## src/rtl/io_uart_bridge.sv

```systemverilog
// io_uart_bridge: core byte streams <-> 8N1 UART, with TX/RX FIFOs and RX error pulses.
module io_uart_bridge #(
   parameter int unsigned CLKS_PER_BIT = 868,
   parameter int unsigned FIFO_DEPTH   = 16
) (
   input  logic       clk,
   input  logic       nrst,
   input  logic [7:0] io_o_data,
   input  logic       io_o_valid,
   output logic       io_o_ready,
   output logic [7:0] io_i_data,
   output logic       io_i_valid,
   input  logic       io_i_ready,
   output logic       uart_tx,
   input  logic       uart_rx,
   output logic       rx_frame_err,
   output logic       rx_overrun
);

   localparam int unsigned AW = $clog2(FIFO_DEPTH);
   localparam int unsigned PW = AW + 1;
   localparam int unsigned CW = $clog2(CLKS_PER_BIT);
   localparam logic [CW-1:0] CNT_BIT  = CW'(CLKS_PER_BIT - 1);
   localparam logic [CW-1:0] CNT_HALF = CW'(CLKS_PER_BIT / 2);

   typedef enum logic [1:0] {TX_IDLE, TX_START, TX_DATA, TX_STOP} tx_state_t;
   typedef enum logic [2:0] {RX_IDLE, RX_START, RX_DATA, RX_STOP, RX_WAIT_HIGH} rx_state_t;

   // Full when the wrap bits differ and the indices match.
   function automatic logic ptr_full(input logic [PW-1:0] w, input logic [PW-1:0] r);
      return (w[AW] != r[AW]) && (w[AW-1:0] == r[AW-1:0]);
   endfunction

   // ---------------- TX FIFO ----------------
   logic [7:0]    tx_mem [FIFO_DEPTH];
   logic [PW-1:0] tx_wr_ptr, tx_rd_ptr, tx_wr_nxt, tx_rd_nxt;
   logic          tx_empty, tx_full, tx_push_c, tx_pop_c;

   assign tx_empty  = (tx_wr_ptr == tx_rd_ptr);
   assign tx_full   = ptr_full(tx_wr_ptr, tx_rd_ptr);
   assign tx_push_c = io_o_valid && !tx_full;
   assign tx_wr_nxt = tx_wr_ptr + PW'(tx_push_c);
   assign tx_rd_nxt = tx_rd_ptr + PW'(tx_pop_c);

   // TX FIFO storage.
   always_ff @(posedge clk) begin
      if (tx_push_c) tx_mem[tx_wr_ptr[AW-1:0]] <= io_o_data;
   end

   // TX pointers and registered ready flag.
   always_ff @(posedge clk or negedge nrst) begin
      if (!nrst) begin
         tx_wr_ptr  <= '0;
         tx_rd_ptr  <= '0;
         io_o_ready <= 1'b1;
      end else begin
         tx_wr_ptr  <= tx_wr_nxt;
         tx_rd_ptr  <= tx_rd_nxt;
         io_o_ready <= !ptr_full(tx_wr_nxt, tx_rd_nxt);
      end
   end

   // ---------------- TX serializer ----------------
   tx_state_t     tx_state, tx_state_nxt;
   logic [CW-1:0] tx_cnt, tx_cnt_nxt;
   logic [2:0]    tx_idx, tx_idx_nxt;
   logic [7:0]    tx_shift, tx_shift_nxt;
   logic          tx_bit_c;

   // TX state register; line level lags state by one cycle.
   always_ff @(posedge clk or negedge nrst) begin
      if (!nrst) begin
         tx_state <= TX_IDLE;
         tx_cnt   <= '0;
         tx_idx   <= '0;
         tx_shift <= '0;
         uart_tx  <= 1'b1;
      end else begin
         tx_state <= tx_state_nxt;
         tx_cnt   <= tx_cnt_nxt;
         tx_idx   <= tx_idx_nxt;
         tx_shift <= tx_shift_nxt;
         uart_tx  <= tx_bit_c;
      end
   end

   // TX next state: each non-idle state lasts CLKS_PER_BIT cycles.
   always_comb begin
      tx_state_nxt = tx_state;
      tx_cnt_nxt   = tx_cnt;
      tx_idx_nxt   = tx_idx;
      tx_shift_nxt = tx_shift;
      tx_pop_c     = 1'b0;
      tx_bit_c     = 1'b1;
      unique case (tx_state)
         TX_IDLE: begin
            if (!tx_empty) begin
               tx_pop_c     = 1'b1;
               tx_shift_nxt = tx_mem[tx_rd_ptr[AW-1:0]];
               tx_cnt_nxt   = CNT_BIT;
               tx_state_nxt = TX_START;
            end
         end
         TX_START: begin
            tx_bit_c = 1'b0;
            if (tx_cnt == '0) begin
               tx_cnt_nxt   = CNT_BIT;
               tx_idx_nxt   = '0;
               tx_state_nxt = TX_DATA;
            end else begin
               tx_cnt_nxt = tx_cnt - CW'(1);
            end
         end
         TX_DATA: begin
            tx_bit_c = tx_shift[0];
            if (tx_cnt == '0) begin
               tx_cnt_nxt   = CNT_BIT;
               tx_shift_nxt = {1'b0, tx_shift[7:1]};
               if (tx_idx == 3'd7) tx_state_nxt = TX_STOP;
               else                tx_idx_nxt   = tx_idx + 3'd1;
            end else begin
               tx_cnt_nxt = tx_cnt - CW'(1);
            end
         end
         TX_STOP: begin
            tx_bit_c = 1'b1;
            if (tx_cnt == '0) tx_state_nxt = TX_IDLE;
            else              tx_cnt_nxt   = tx_cnt - CW'(1);
         end
         default: tx_state_nxt = TX_IDLE;
      endcase
   end

   // ---------------- RX deserializer ----------------
   logic [1:0]    rx_sync;
   logic          rx_s;
   rx_state_t     rx_state, rx_state_nxt;
   logic [CW-1:0] rx_cnt, rx_cnt_nxt;
   logic [2:0]    rx_idx, rx_idx_nxt;
   logic [7:0]    rx_shift, rx_shift_nxt;
   logic          rx_push_c, frame_err_c, overrun_c;

   logic [7:0]    rx_mem [FIFO_DEPTH];
   logic [PW-1:0] rx_wr_ptr, rx_rd_ptr, rx_wr_nxt, rx_rd_nxt;
   logic          rx_empty, rx_full, rx_pop_c;

   assign rx_s = rx_sync[1];

   // Two-flop synchronizer for the asynchronous serial input.
   always_ff @(posedge clk or negedge nrst) begin
      if (!nrst) rx_sync <= 2'b11;
      else       rx_sync <= {rx_sync[0], uart_rx};
   end

   // RX state register and registered error pulses.
   always_ff @(posedge clk or negedge nrst) begin
      if (!nrst) begin
         rx_state     <= RX_IDLE;
         rx_cnt       <= '0;
         rx_idx       <= '0;
         rx_shift     <= '0;
         rx_frame_err <= 1'b0;
         rx_overrun   <= 1'b0;
      end else begin
         rx_state     <= rx_state_nxt;
         rx_cnt       <= rx_cnt_nxt;
         rx_idx       <= rx_idx_nxt;
         rx_shift     <= rx_shift_nxt;
         rx_frame_err <= frame_err_c;
         rx_overrun   <= overrun_c;
      end
   end

   // RX next state: mid-bit sampling, stop-bit check, break lockout.
   always_comb begin
      rx_state_nxt = rx_state;
      rx_cnt_nxt   = rx_cnt;
      rx_idx_nxt   = rx_idx;
      rx_shift_nxt = rx_shift;
      rx_push_c    = 1'b0;
      frame_err_c  = 1'b0;
      overrun_c    = 1'b0;
      unique case (rx_state)
         RX_IDLE: begin
            if (!rx_s) begin
               rx_cnt_nxt   = CNT_HALF;
               rx_state_nxt = RX_START;
            end
         end
         RX_START: begin
            if (rx_cnt == '0) begin
               if (rx_s) begin
                  rx_state_nxt = RX_IDLE;
               end else begin
                  rx_cnt_nxt   = CNT_BIT;
                  rx_idx_nxt   = '0;
                  rx_state_nxt = RX_DATA;
               end
            end else begin
               rx_cnt_nxt = rx_cnt - CW'(1);
            end
         end
         RX_DATA: begin
            if (rx_cnt == '0) begin
               rx_cnt_nxt   = CNT_BIT;
               rx_shift_nxt = {rx_s, rx_shift[7:1]};
               if (rx_idx == 3'd7) rx_state_nxt = RX_STOP;
               else                rx_idx_nxt   = rx_idx + 3'd1;
            end else begin
               rx_cnt_nxt = rx_cnt - CW'(1);
            end
         end
         RX_STOP: begin
            if (rx_cnt == '0) begin
               if (rx_s) begin
                  if (rx_full) overrun_c = 1'b1;
                  else         rx_push_c = 1'b1;
                  rx_state_nxt = RX_IDLE;
               end else begin
                  frame_err_c  = 1'b1;
                  rx_state_nxt = RX_WAIT_HIGH;
               end
            end else begin
               rx_cnt_nxt = rx_cnt - CW'(1);
            end
         end
         RX_WAIT_HIGH: begin
            if (rx_s) rx_state_nxt = RX_IDLE;
         end
         default: rx_state_nxt = RX_IDLE;
      endcase
   end

   // ---------------- RX FIFO (first-word-fall-through) ----------------
   assign rx_empty  = (rx_wr_ptr == rx_rd_ptr);
   assign rx_full   = ptr_full(rx_wr_ptr, rx_rd_ptr);
   assign rx_pop_c  = io_i_ready && !rx_empty;
   assign rx_wr_nxt = rx_wr_ptr + PW'(rx_push_c);
   assign rx_rd_nxt = rx_rd_ptr + PW'(rx_pop_c);
   assign io_i_data = rx_mem[rx_rd_ptr[AW-1:0]];

   // RX FIFO storage.
   always_ff @(posedge clk) begin
      if (rx_push_c) rx_mem[rx_wr_ptr[AW-1:0]] <= rx_shift;
   end

   // RX pointers and registered valid flag.
   always_ff @(posedge clk or negedge nrst) begin
      if (!nrst) begin
         rx_wr_ptr  <= '0;
         rx_rd_ptr  <= '0;
         io_i_valid <= 1'b0;
      end else begin
         rx_wr_ptr  <= rx_wr_nxt;
         rx_rd_ptr  <= rx_rd_nxt;
         io_i_valid <= (rx_wr_nxt != rx_rd_nxt);
      end
   end

endmodule

```

## config.mk

```make
export PLATFORM = sky130hd
export DESIGN_NAME = io_uart_bridge
export DESIGN_NICKNAME = d
export VERILOG_FILES = /design/src/rtl/io_uart_bridge.sv
export SDC_FILE = /design/constraint.sdc
export NUM_CORES = 1
export LEC_CHECK = 0
export CAP_MARGIN = 30
export CORE_MARGIN = 4
export CORE_UTILIZATION = 45
export DETAILED_ROUTE_END_ITERATION = 6
export PLACE_DENSITY = 0.62
export SLEW_MARGIN = 20
export SYNTH_ARGS = -nofsm -noshare
export SYNTH_HDL_FRONTEND = slang
export SYNTH_SLANG_ARGS = --single-unit
```

## constraint.sdc

```tcl
create_clock -name clk -period 3.7 [get_ports clk]
set_input_delay 0.925 -clock clk [delete_from_list [all_inputs] [get_ports clk]]
set_output_delay 0.925 -clock clk [all_outputs]
set_load 0.05 [all_outputs]
```

==> results.cfg, run 1 <==
[synth]
yosysMostFrequentCell = edfxtp_1
avgSynthCellArea_um2 = 17.0
synth_cells = 809
synth_top_cell_area_share = 0.560
syn_nets = 843
synth_edf_count = 256
synthesis.area_mm2 = 0.0137
synth_commonest_cells = 256 x edfxtp_1, 72 x mux4_2, 70 x dfrtp_1
yosys_register_bits = 330
ys_types = 69
ys_seq_area_frac = 0.695
ys.flop_type = edfxtp_1
synth_area_leaders = edfxtp_1 56%, dfrtp_1 13%, mux4_2 12%
ys_warn_count = 0
yosys.area.top_type = edfxtp_1
async_reset_ff_frac = 0.224

[clock_tree]
cts_resized = 1
cts_sinks = 330
root_buffer = clkbuf_16
cts-buffers-inserted = 35
cts_hold_buf = 0
postCtsSetupBuffers = 0
cts_tree = yes
ctsHtreeMaxLevel = 2
insertion_delay_ns = 0.51
cts_max_path_buffers = 3
path_clk_slew_ns = 0.06

[grt]
grt_usage = 0.163
grt_pass1_wl_mm = 42.6
grt_remaining_overflow = 0
grt_max_degree = 75
grt_pass1_vias = 7564
antenna_found_initial = 0

[setup_path]
path_cells = buf_12 -> mux4_2 -> mux4_2 -> buf_4
cp_slowest_cell = dfrtp_4
cpLargestDelayFamily = multiplexers
critPathBufInv = 2
max_stage_delay_ns = 0.63
worstPathArrival_ns = 2.60
cp_common_cell = mux4_2
end_kind = output port
startpoint_type = flop
critical_path.max_fanout = 17
crit_type = reg -> out
critical_path_required_ns = 2.77

[floorplan]
initial_core_util = 0.460
placementRows = 63
ioPinCount = 26
die_w_um = 183
die_y_um = 183
dieArea_mm2 = 0.0334
core_area_mm2 = 0.0299

[route]
wl_mm = 26.6
wl_met1_mm = 11.4
ant_nets = 0
route.detailed.drc = 0
via_per_inst = 5.65
dr_wl_met2_mm = 13.6
dr_total_vias = 7227
first_iter_violations = 701
met3_length_mm = 1.04
highest_layer = met4
wl_per_cell_um = 20.8
dr.pass1.iters = 5

[pwr]
p_sw_w = 0.00329
peakVddDrop_v = 0.000382
internal_power_w = 0.00774
p_per_area_mw_per_mm2 = 702
power_frac_comb = 0.260
swShare = 0.298
seqPwrFrac = 0.425
pwr-share-clk = 0.315
p_leak_nw = 5.09
total_power_w = 0.0110

[placement]
portBuffers = 25
place_hpwl_mm = 17.4
gp_congestion = 0.852

[flow_run]
drv_cap = 0

[sta]
tns_ns = 0
clock_skew_ns = 0.0182
rsz0062_at_grt = no
fmax_ghz = 0.284
hold_slack_ns = 0.283
fin_crit_ns = 3.53
hold_viol = 0
tightest_slew_ns = 0.872
slew_headroom = 0.417
setup_violations = 0
fin_crit_sh = 0.953
slew_violations = 0

[final_layout]
final_layout_size_suffix_gt1_frac = 0.229
antenna_cells = 0
nets = 895
area_growth_pct = 14.5

[run_status]
status = complete, no violations

[worst_hold_path]
min_path_type = in -> async
[per-stage QoR]
stage	std cells	utilization	setup slack (ns)	area, um^2
floorplan	809	-	0.714	13700
global placement	1213	0.486	0.594	14500
detailed placement	1213	0.486	0.561	14500
CTS	1277	0.525	0.119	15700
global route	1278	0.526	0.0684	15700
finish	1278	0.526	0.174	15700
[final timing paths]
| check | from | endpoint | slack, ns | depth (start not counted) |
|---|---|---|---|---|
| setup reg to reg | rx_cnt[0] | io_i_valid | 0.79 | 11 |
| hold / removal | nrst | rx_rd_ptr[3] | 0.28 | 1 |
| min in group clk | rx_sync[0] | rx_sync[1] | 0.35 | 0 |
| max in group asynchronous | nrst | io_o_ready | 2.79 | 2 |
| setup / recovery | rx_rd_ptr[0] | io_i_data[4] | 0.17 | 4 |
| hold reg to reg | rx_sync[0] | rx_sync[1] | 0.35 | 0 |
[cell families after synthesis]
family,count (synthesis),synth area share
buffers and inverters,54,0.0170
and+or+nand+nor,166,0.0629
AOI/OAI and AO/OA,123,0.0587
xor gates and xnor gates,33,0.0210
muxes,82,0.126
DFF,330,0.695
adders and majority gates,21,0.0191
[state kept, by name, summed over array words and instances (netlist names)]
register	count
io_i_valid	1
io_o_ready	1
rx_cnt	10
rx_frame_err	1
rx_idx	3
rx_mem	128
rx_overrun	1
rx_rd_ptr	5
rx_shift	8
rx_state	3
rx_sync	2
rx_wr_ptr	5
tx_cnt	10
tx_idx	3
tx_mem	128
tx_rd_ptr	5
tx_shift	8
tx_state	2
tx_wr_ptr	5
uart_tx	1
[routing by layer]
layer | GRT usage | vias to the layer above
met5 | 0 | -
met4 | 0.0459 | 0
met3 | 0.0299 | 48
met2 | 0.276 | 154
met1 | 0.218 | 3717
li1 | - | 3308
[layout make-up]
type,count,area [um^2]
fillers,2355,14200
flip-flops and latches,330,9550
multi-input cells,425,3950
clock buffers,48,1020
repair buffers,56,505
well taps,390,488
clock inverters,16,155
inverters,13,48.8
[placed cells by master (no fill, tap or decap), drive strengths merged, types with 5 or more instances in the layout]
cell type	count
clkbuf	48
or3	7
clkdlybuf4s50	16
nor3	14
nand3b	6
xor2	9
o21ai	22
a22oi	18
nand2	30
nor2	54
ha	21
o32a	5
mux4	72
nand3	21
dfrtp	70
nand2b	8
clkinv	9
xnor2	24
edfxtp	256
buf	40
inv	14
mux2	9
a21oi	41
[power by group through the flow]
stage	Clock, W	Combinational, W	Sequential [W]
final	0.00347	0.00287	0.00469
after global routing	0.00374	0.00314	0.00474
after CTS	0.00356	0.00290	0.00469
after detailed placement	0	0.00289	0.00476
after global placement	0	0.00279	0.00473
after floorplan	0	0.00224	0.00461
(Power assumes the default switching activity.)
==> inputs of run 2 (changes only) <==
- REMOVE_ABC_BUFFERS: default -> 1
==> run 2 against run 1 <==
Total power fell by 0.38%. Final area fell by 0.32%. Largest cell class unchanged. Sequential share of layout area is 0.18 points higher. Worst hold slack gained 0.073 ns. Maximum frequency is 2.6% higher. Setup slack better by 0.091 ns.
==> results.cfg, run 2 (same netlist as run 1, synthesis figures left out) <==
[final_layout]
nets = 894
antenna_cells = 0
final.fill_count = 2362
layout_commonest_cell = edfxtp_1
final_cells = 1276
area_growth_pct = 14.1
final_layout_size_suffix_gt1_frac = 0.220
final_cell_mix = 256 x edfxtp_1, 72 x mux4_2, 68 x dfrtp_1, 54 x nor2_1, 40 x a21oi_1

[sta]
slew_violations = 0
fin_crit_ns = 3.44
fmax_ghz = 0.291
slew_headroom = 0.375
clock_skew_ns = 0.0124
fin_crit_sh = 0.928
tightest_slew_ns = 0.934
setup_violations = 0
tns_ns = 0
rsz0062_at_grt = no
hold_viol = 0

[pwr]
seqPwrFrac = 0.420
p_leak_nw = 5.07
internal_power_w = 0.00777
pwr-share-clk = 0.316
total_power_w = 0.0110
power_frac_comb = 0.264
peakVddDrop_v = 0.000416
p_sw_w = 0.00322
p_per_area_mw_per_mm2 = 701
swShare = 0.293

[clock_tree]
cts_hold_buf = 0
postCtsSetupBuffers = 0
cts_sinks = 330
cts_max_path_buffers = 3
path_clk_slew_ns = 0.06
cts-buffers-inserted = 35
ctsHtreeMaxLevel = 2
cts_resized = 0
insertion_delay_ns = 0.50
cts_tree = yes
root_buffer = clkbuf_16

[route]
route.detailed.drc = 0
dr_total_vias = 7275
wl_mm = 26.6
first_iter_violations = 627
wl_per_cell_um = 20.8
via_per_inst = 5.70
dr.pass1.iters = 5
ant_nets = 0

[floorplan]
ioPinCount = 26
die_y_um = 183
dieArea_mm2 = 0.0334
core_area_mm2 = 0.0299
die_w_um = 183
placementRows = 63
initial_core_util = 0.460

[setup_path]
critical_path.max_fanout = 20
critical_path_required_ns = 2.77
crit_type = reg -> out
worstPathArrival_ns = 2.51
path_cells = buf_4 -> mux4_2 -> mux4_2 -> buf_4
startpoint_type = flop
critPathBufInv = 2
max_stage_delay_ns = 0.58
end_kind = output port
cp_slowest_cell = mux4_2
cpLargestDelayFamily = multiplexers

[placement]
place_inst = 1211
gp_congestion = 0.829
portBuffers = 25
place_hpwl_mm = 17.3

[grt]
grt_max_degree = 75
antenna_found_initial = 0
grt_usage = 0.162
grt_remaining_overflow = 0
grt_pass1_wl_mm = 42.6
grt_pass1_vias = 7600

[run_status]
status = complete, no violations

[flow_run]
drv_cap = 0

[worst_hold_path]
min_path_type = reg -> reg
[run 2: cell types whose count changed in the layout (fill, tap and decap cells not counted), moves of 2 or more]
cell        change
clkinv_2        -2
clkinv_1        +5
clkinvlp_4      -3
clkbuf_8        -2
[run 2: worst paths after layout]
check | startpoint | depth (start not counted) | endpoint | slack (ns)
min | rx_sync[0] | 0 | rx_sync[1] | 0.36
max | rx_rd_ptr[0] | 4 | io_i_data[0] | 0.26
max reg2reg | rx_cnt[0] | 7 | rx_mem[0][0] | 0.77
max in group asynchronous | nrst | 2 | io_o_ready | 2.65
min reg2reg | rx_sync[0] | 0 | rx_sync[1] | 0.36
min in group asynchronous | nrst | 1 | rx_cnt[8] | 0.39
[run 2: per-stage QoR]
stage	area, um^2	setup WS (ns)	utilization	hold WS [ns]
global route	15700	0.156	0.524	0.367
floorplan	13500	0.0772	-	0.345
finish	15700	0.265	0.524	0.356
CTS	15600	0.227	0.523	0.357
detailed placement	14500	0.600	0.485	0.349
global placement	14500	0.646	0.485	0.348
[run 2: layout make-up]
cell class | instances | area [um^2] | area share
Sequential cell | 330 | 9550 | 0.609
Inverter | 13 | 48.8 | 0.00311
Clock inverter | 15 | 146 | 0.00934
Clock buffer | 48 | 1020 | 0.0649
Multi-Input combinational cell | 425 | 3950 | 0.252
Tap cell | 390 | 488 | 0.0311
Timing Repair Buffer | 55 | 465 | 0.0297
[run 2: power by group through the flow]
stage                     logic, W  registers, W  clock network, W
after global routing       0.00320       0.00465           0.00372
final                      0.00291       0.00461           0.00347
after floorplan            0.00182       0.00494                 0
after global placement     0.00287       0.00466                 0
after CTS                  0.00295       0.00461           0.00355
after detailed placement   0.00294       0.00468                 0
[run 2: per-layer routing]
layer,vias to the layer above,track usage,part of all wire
met5,-,0,0
met4,0,0.0363,0.014
met3,31,0.0249,0.043
met2,188,0.279,0.52
met1,3748,0.221,0.43
li1,3308,-,-
==> inputs of run 3 (changes only) <==
- CORE_UTILIZATION: 45 -> 58
- PLACE_DENSITY: 0.62 -> 0.76
==> run 3 against run 2 <==
Final area down 1.5%. Routed wire length shrank 0.76%. Total power is 1.0% lower. Global-route usage grew 4.5 points. Clock power decreased by 4%. Setup slack improved by 0.066 ns. Clock-buffer cell count shrank 7. Maximum frequency is 2.0% higher. Sequential share of layout area is 0.91 points higher. Core utilization increased by 14 points. Clock skew increased by 0.014 ns.
==> results.cfg, run 3 (same netlist as run 1, synthesis figures left out) <==
[pwr]
p_per_area_mw_per_mm2 = 704
p_leak_nw = 4.98
peakVddDrop_v = 0.000527
total_power_w = 0.0109

[clock_tree]
cts_hold_buf = 0
cts-buffers-inserted = 35
root_buffer = clkbuf_16
cts_tree = yes
cts_sinks = 330
cts_max_path_buffers = 3
postCtsSetupBuffers = 0
insertion_delay_ns = 0.52
path_clk_slew_ns = 0.06
cts_resized = 0
ctsHtreeMaxLevel = 2

[setup_path]
cp_common_cell = mux4_2
max_stage_delay_ns = 0.57
crit_type = reg -> out
worstPathArrival_ns = 2.44
critical_path.max_fanout = 34
startpoint_type = flop
reg2reg_slack_ns = 0.75
reg2reg_depth = 7
critical_path_required_ns = 2.77
cp_slowest_cell = mux4_2
path_cells = buf_12 -> mux4_2 -> mux4_2 -> buf_4
end_kind = output port

[placement]
place_hpwl_mm = 17.1
portBuffers = 25
gp_congestion = 0.825
placedInstanceArea_mm2 = 0.0143

[final_layout]
final.fill_count = 1592
final_layout_size_suffix_gt1_frac = 0.207
final_cell_area_mm2 = 0.0154
nets = 883
antenna_cells = 0
area_growth_pct = 12.4
layout_commonest_cell = edfxtp_1
final_cell_mix = 256 x edfxtp_1, 72 x mux4_2, 68 x dfrtp_1, 54 x nor2_1, 40 x a21oi_1

[floorplan]
initial_core_util = 0.587
core_area_mm2 = 0.0234
die_y_um = 162
ioPinCount = 26
placementRows = 56
die_w_um = 162
dieArea_mm2 = 0.0262

[sta]
tightest_slew_ns = 0.834
rsz0062_at_grt = no
hold_viol = 0
slew_headroom = 0.442
tns_ns = 0
setup_violations = 0
fin_crit_ns = 3.37
fmax_ghz = 0.297
fin_crit_sh = 0.911
slew_violations = 0
clock_skew_ns = 0.0262

[grt]
grt_pass1_vias = 7662
grt_max_degree = 75
grt_usage = 0.207
grt_remaining_overflow = 0
grt_pass1_wl_mm = 42.5
antenna_found_initial = 0

[route]
route.detailed.drc = 0
via_per_inst = 6.17
dr.pass1.iters = 7
ant_nets = 0
wl_mm = 26.4
wl_per_cell_um = 22.1
dr_total_vias = 7363
first_iter_violations = 698

[worst_hold_path]
min_path_type = in -> async

[flow_run]
drv_cap = 0

[run_status]
status = complete, no violations
## run 3: cell count changes in the layout (fill, tap and decap cells not counted)
cell | previous run | this run
buf_4 | 38 | 26
clkbuf_8 | 5 | 0
clkinv_1 | 5 | 8
inv_6 | 0 | 3
clkbuf_16 | 37 | 35
buf_12 | 1 | 2
clkinv_4 | 0 | 1
## run 3: final timing paths
check | start | to
max in group asynchronous | nrst | uart_tx
worst max-delay path | rx_rd_ptr[0] | io_i_data[3]
worst min register to register | rx_sync[0] | rx_sync[1]
worst min-delay path | nrst | rx_cnt[6]
min in group clk | rx_sync[0] | rx_sync[1]
worst max register to register | rx_cnt[0] | rx_mem[3][2]
## run 3: power by group
part	internal, W	switching (W)	total (W)
combinational	0.00128	0.00163	0.00291
sequential	0.00436	0.000276	0.00463
clock	0.00196	0.00137	0.00333
total	0.00759	0.00328	0.0109
## run 3: metrics by stage
stage           util  worst slack (ns)  std cells  hold slack [ns]
2_1_floorplan      -            0.0772        768            0.345
3_3_place_gp   0.612             0.688       1130            0.347
3_5_place_dp   0.612             0.613       1130            0.347
4_1_cts        0.659             0.291       1193            0.355
5_1_grt        0.660             0.243       1194            0.358
6_report       0.660             0.331       1194            0.351
## run 3: critical path, delay by kind of cell, from the launching register on
family,cells,cell delay [ns]
multiplexers,2,1.06
buffers and inverters,2,0.48
flip-flops,1,0.37
## run 3: final cells by class
| cell class | instances | area (um^2) | area share |
|---|---|---|---|
| Timing Repair Buffer | 44 | 395 | 0.0256 |
| Tap cell | 319 | 399 | 0.0259 |
| Sequential cell | 330 | 9550 | 0.619 |
| Clock inverter | 22 | 193 | 0.0125 |
| Multi-Input combinational cell | 425 | 3950 | 0.256 |
| Inverter | 13 | 48.8 | 0.00316 |
| Clock buffer | 41 | 898 | 0.0582 |
## run 3: metal layers
metal	global-route usage	up-vias	wire length [um]	share of wire
met1	0.277	3797	10500	0.40
met3	0.0327	43	1280	0.048
met5	0	-	0	0
met4	0.0538	0	541	0.021
met2	0.362	234	14000	0.53
li1	-	3289	-	-
==> patch (flow settings as in run 2) <==
The parameter `CLKS_PER_BIT` goes from 868 to 1736.
--- a/src/rtl/io_uart_bridge.sv
+++ b/src/rtl/io_uart_bridge.sv
@@ -1,5 +1,5 @@
 // io_uart_bridge: core byte streams <-> 8N1 UART, with TX/RX FIFOs and RX error pulses.
 module io_uart_bridge #(
-   parameter int unsigned CLKS_PER_BIT = 868,
+   parameter int unsigned CLKS_PER_BIT = 1736,
    parameter int unsigned FIFO_DEPTH   = 16
 ) (
Function: no difference found for any inputs over 10 cycles, from zero or initial values and one cycle with nrst low; that may be too few to reach the edited logic, so the function may still have changed.
==> patch against run 2 <==
Sequential cell count rose by 2. Via count rose by 5.9%. First-iteration DRC count fell by 12%. Wire length rose by 6.8%. Final area rose by 3.4%. Area after synthesis rose by 1.6%. Critical path type unchanged. Critical endpoint is now io_i_data[6]. Setup slack improved by 76 ps. Total power rose by 10%.
==> patch: results (changes against run 2) <==
* Syn Area/Cell at 15.79 um^2 (-7.0%)
* Status: finished, final reports clean
* Layout Cells excl Fill at 1364 (+6.9%)
* Worst hold slack at 329.3 ps (-26.66 ps)
* Nets at 974 (+8.9%)
* PortBufs at 25 (unchanged)
* Postcts setup bufs at 0 (unchanged)
* Clock-pin slew on the worst setup and hold paths at 60 ps (about the same)
* Initial antenna violation count at 0 (unchanged)
* CP arrival at 2430 ps (-80 ps)
* Place WS at 714.7 ps (+114.6 ps)
* Crit-path max FO at 19 (-5.0%)
* Vias/cell at 5.646 (-0.97%)
* Reg-to-Reg End: rx_mem[4][4]
* Post-synth cell types at 66 (-4.3%)
* CP max stage cell: a221oi_1
* Worst-skew pair later-pin latency at 520 ps (+20 ps)
* Fraction of synthesis flops using an asynchronous set or reset pin at 0.2289 (+0.004673)
* Dpl cell area at 14830 um^2 (+2.5%)
* Placed Cells incl. Taps at 1297 (+7.1%)
* M1 WL at 12330 um (+8.5%)
* HPWL Detailed at 18140 um (+4.6%)
* Synth top area cells: edfxtp_1 (55%), dfrtp_1 (13%), mux4_2 (5.7%), mux2i_1 (4.6%), ha_1 (1.9%)
* Met2 Routed Length at 14020 um (+2.2%)
* Hold WC Path Type: input port to asynchronous set/reset pin
* Post-Route Skew at 14.24 ps (+1.835 ps)
* Tightest Pin Transition at 863.4 ps (-70.94 ps)
* Flop2flop setup slack at 720 ps (-50 ps)
* Syn. warnings at 0 (unchanged)
* Register area share after synthesis at 0.6880 (-0.007074)
* Static Leakage at 5.534 nW (+9.1%)
* Metal3 WL at 1283 um (+13%)
* Total Wirelength at 28410 um (+6.8%)
* Vias in the first global route at 7888 (+3.8%)
* Gr usage total at 0.1712 (+0.009093)
* Largest net degree at the start of global routing at 52 (-31%)
* 1st-pass router iterations at 5 (unchanged)
* First-iteration detailed-routing DRC count at 550 (-12%)
* R2R Path Start: rx_cnt[0]
* Cell family with most CP delay: compound AO/OA/AOI/OAI gates
* Placer Congestion at 0.7977 (-3.8%)
* CTS root buf: clkbuf_16
* Top cells by count, synth: edfxtp_1 (256), dfrtp_1 (72), mux2i_1 (64)
* First-pass GRT wire length at 45180 um (+6.1%)
* Total CTS buffers at 37 (+5.7%)
* VDD IR max at 0.0004777 V (+15%)
* Share of cells above drive strength 1 at 0.1725 (-0.04757)
* Crit path largest cell delay at 530 ps (-50 ps)
* Die area at 33870 um^2 (+1.5%)
==> patch: cell types whose count changed after synthesis, moves of 5 or more <==
cell             run 2  this run
mux2_2               9        15
a31oi_1              3         8
a21oi_1             40        15
a221oi_1             0        29
mux2i_1              1        64
nand3_1             21        13
mux4_2              72        35
o21ai_0             21        29
nor3_1              12        17
o32a_1               5         0
nand2_1             30        38
==> patch: cell families after synthesis <==
logic type      after synthesis  share of synthesized area
flops                       332                     0.6880
mux                         114                     0.1146
buf+inv                      63                    0.01893
fa+ha+maj                    21                    0.01884
compound gates              152                    0.07868
simple gates                168                    0.06029
xor+xnor                     33                    0.02073
==> patch: worst register-to-register path, stage by stage (launching register included) <==
cell      delay [ps]
dfrtp_1          420
inv_1            110
ha_1             140
or4b_1           500
nor3_4           150
o2111a_2         280
or3b_1           450
nor2_1           570
==> patch: worst max path at each step <==
stage | from | end | slack (ps) | depth (start not counted)
floorplan | tx_rd_ptr[0] | tx_mem[0][0] | -270 | 5
global placement | rx_cnt[0] | rx_mem[4][4] | 790 | 7
detailed placement | rx_cnt[0] | rx_mem[4][4] | 710 | 7
CTS | rx_rd_ptr[1] | io_i_data[6] | 340 | 7
global route | rx_rd_ptr[1] | io_i_data[6] | 240 | 7
finish | rx_rd_ptr[1] | io_i_data[6] | 340 | 7
==> patch: cell type report <==
type	instances	area (um^2)
clock inverter	23	372.9
timing repair buffer	63	583.1
clock buffer	44	994.7
tap	396	495.5
multi-input combinational	488	4088
sequential	332	9597
inverter	18	67.56
fill	2477	14390
==> patch: power breakdown <==
group | total, mW | internal [mW] | leakage, nW | switching, mW
combinational | 3.45 | 1.45 | 1.91 | 2.01
sequential | 4.62 | 4.37 | 2.97 | 0.251
clock | 4.05 | 2.62 | 0.654 | 1.43
total | 12.1 | 8.44 | 5.53 | 3.69
==> patch: layer usage <==
| metal | up-vias | global-route usage |
|---|---|---|
| met5 | - | 0 |
| met4 | 0 | 0.05294 |
| met3 | 53 | 0.03027 |
| met2 | 167 | 0.2880 |
| met1 | 3881 | 0.2292 |
| li1 | 3600 | - |
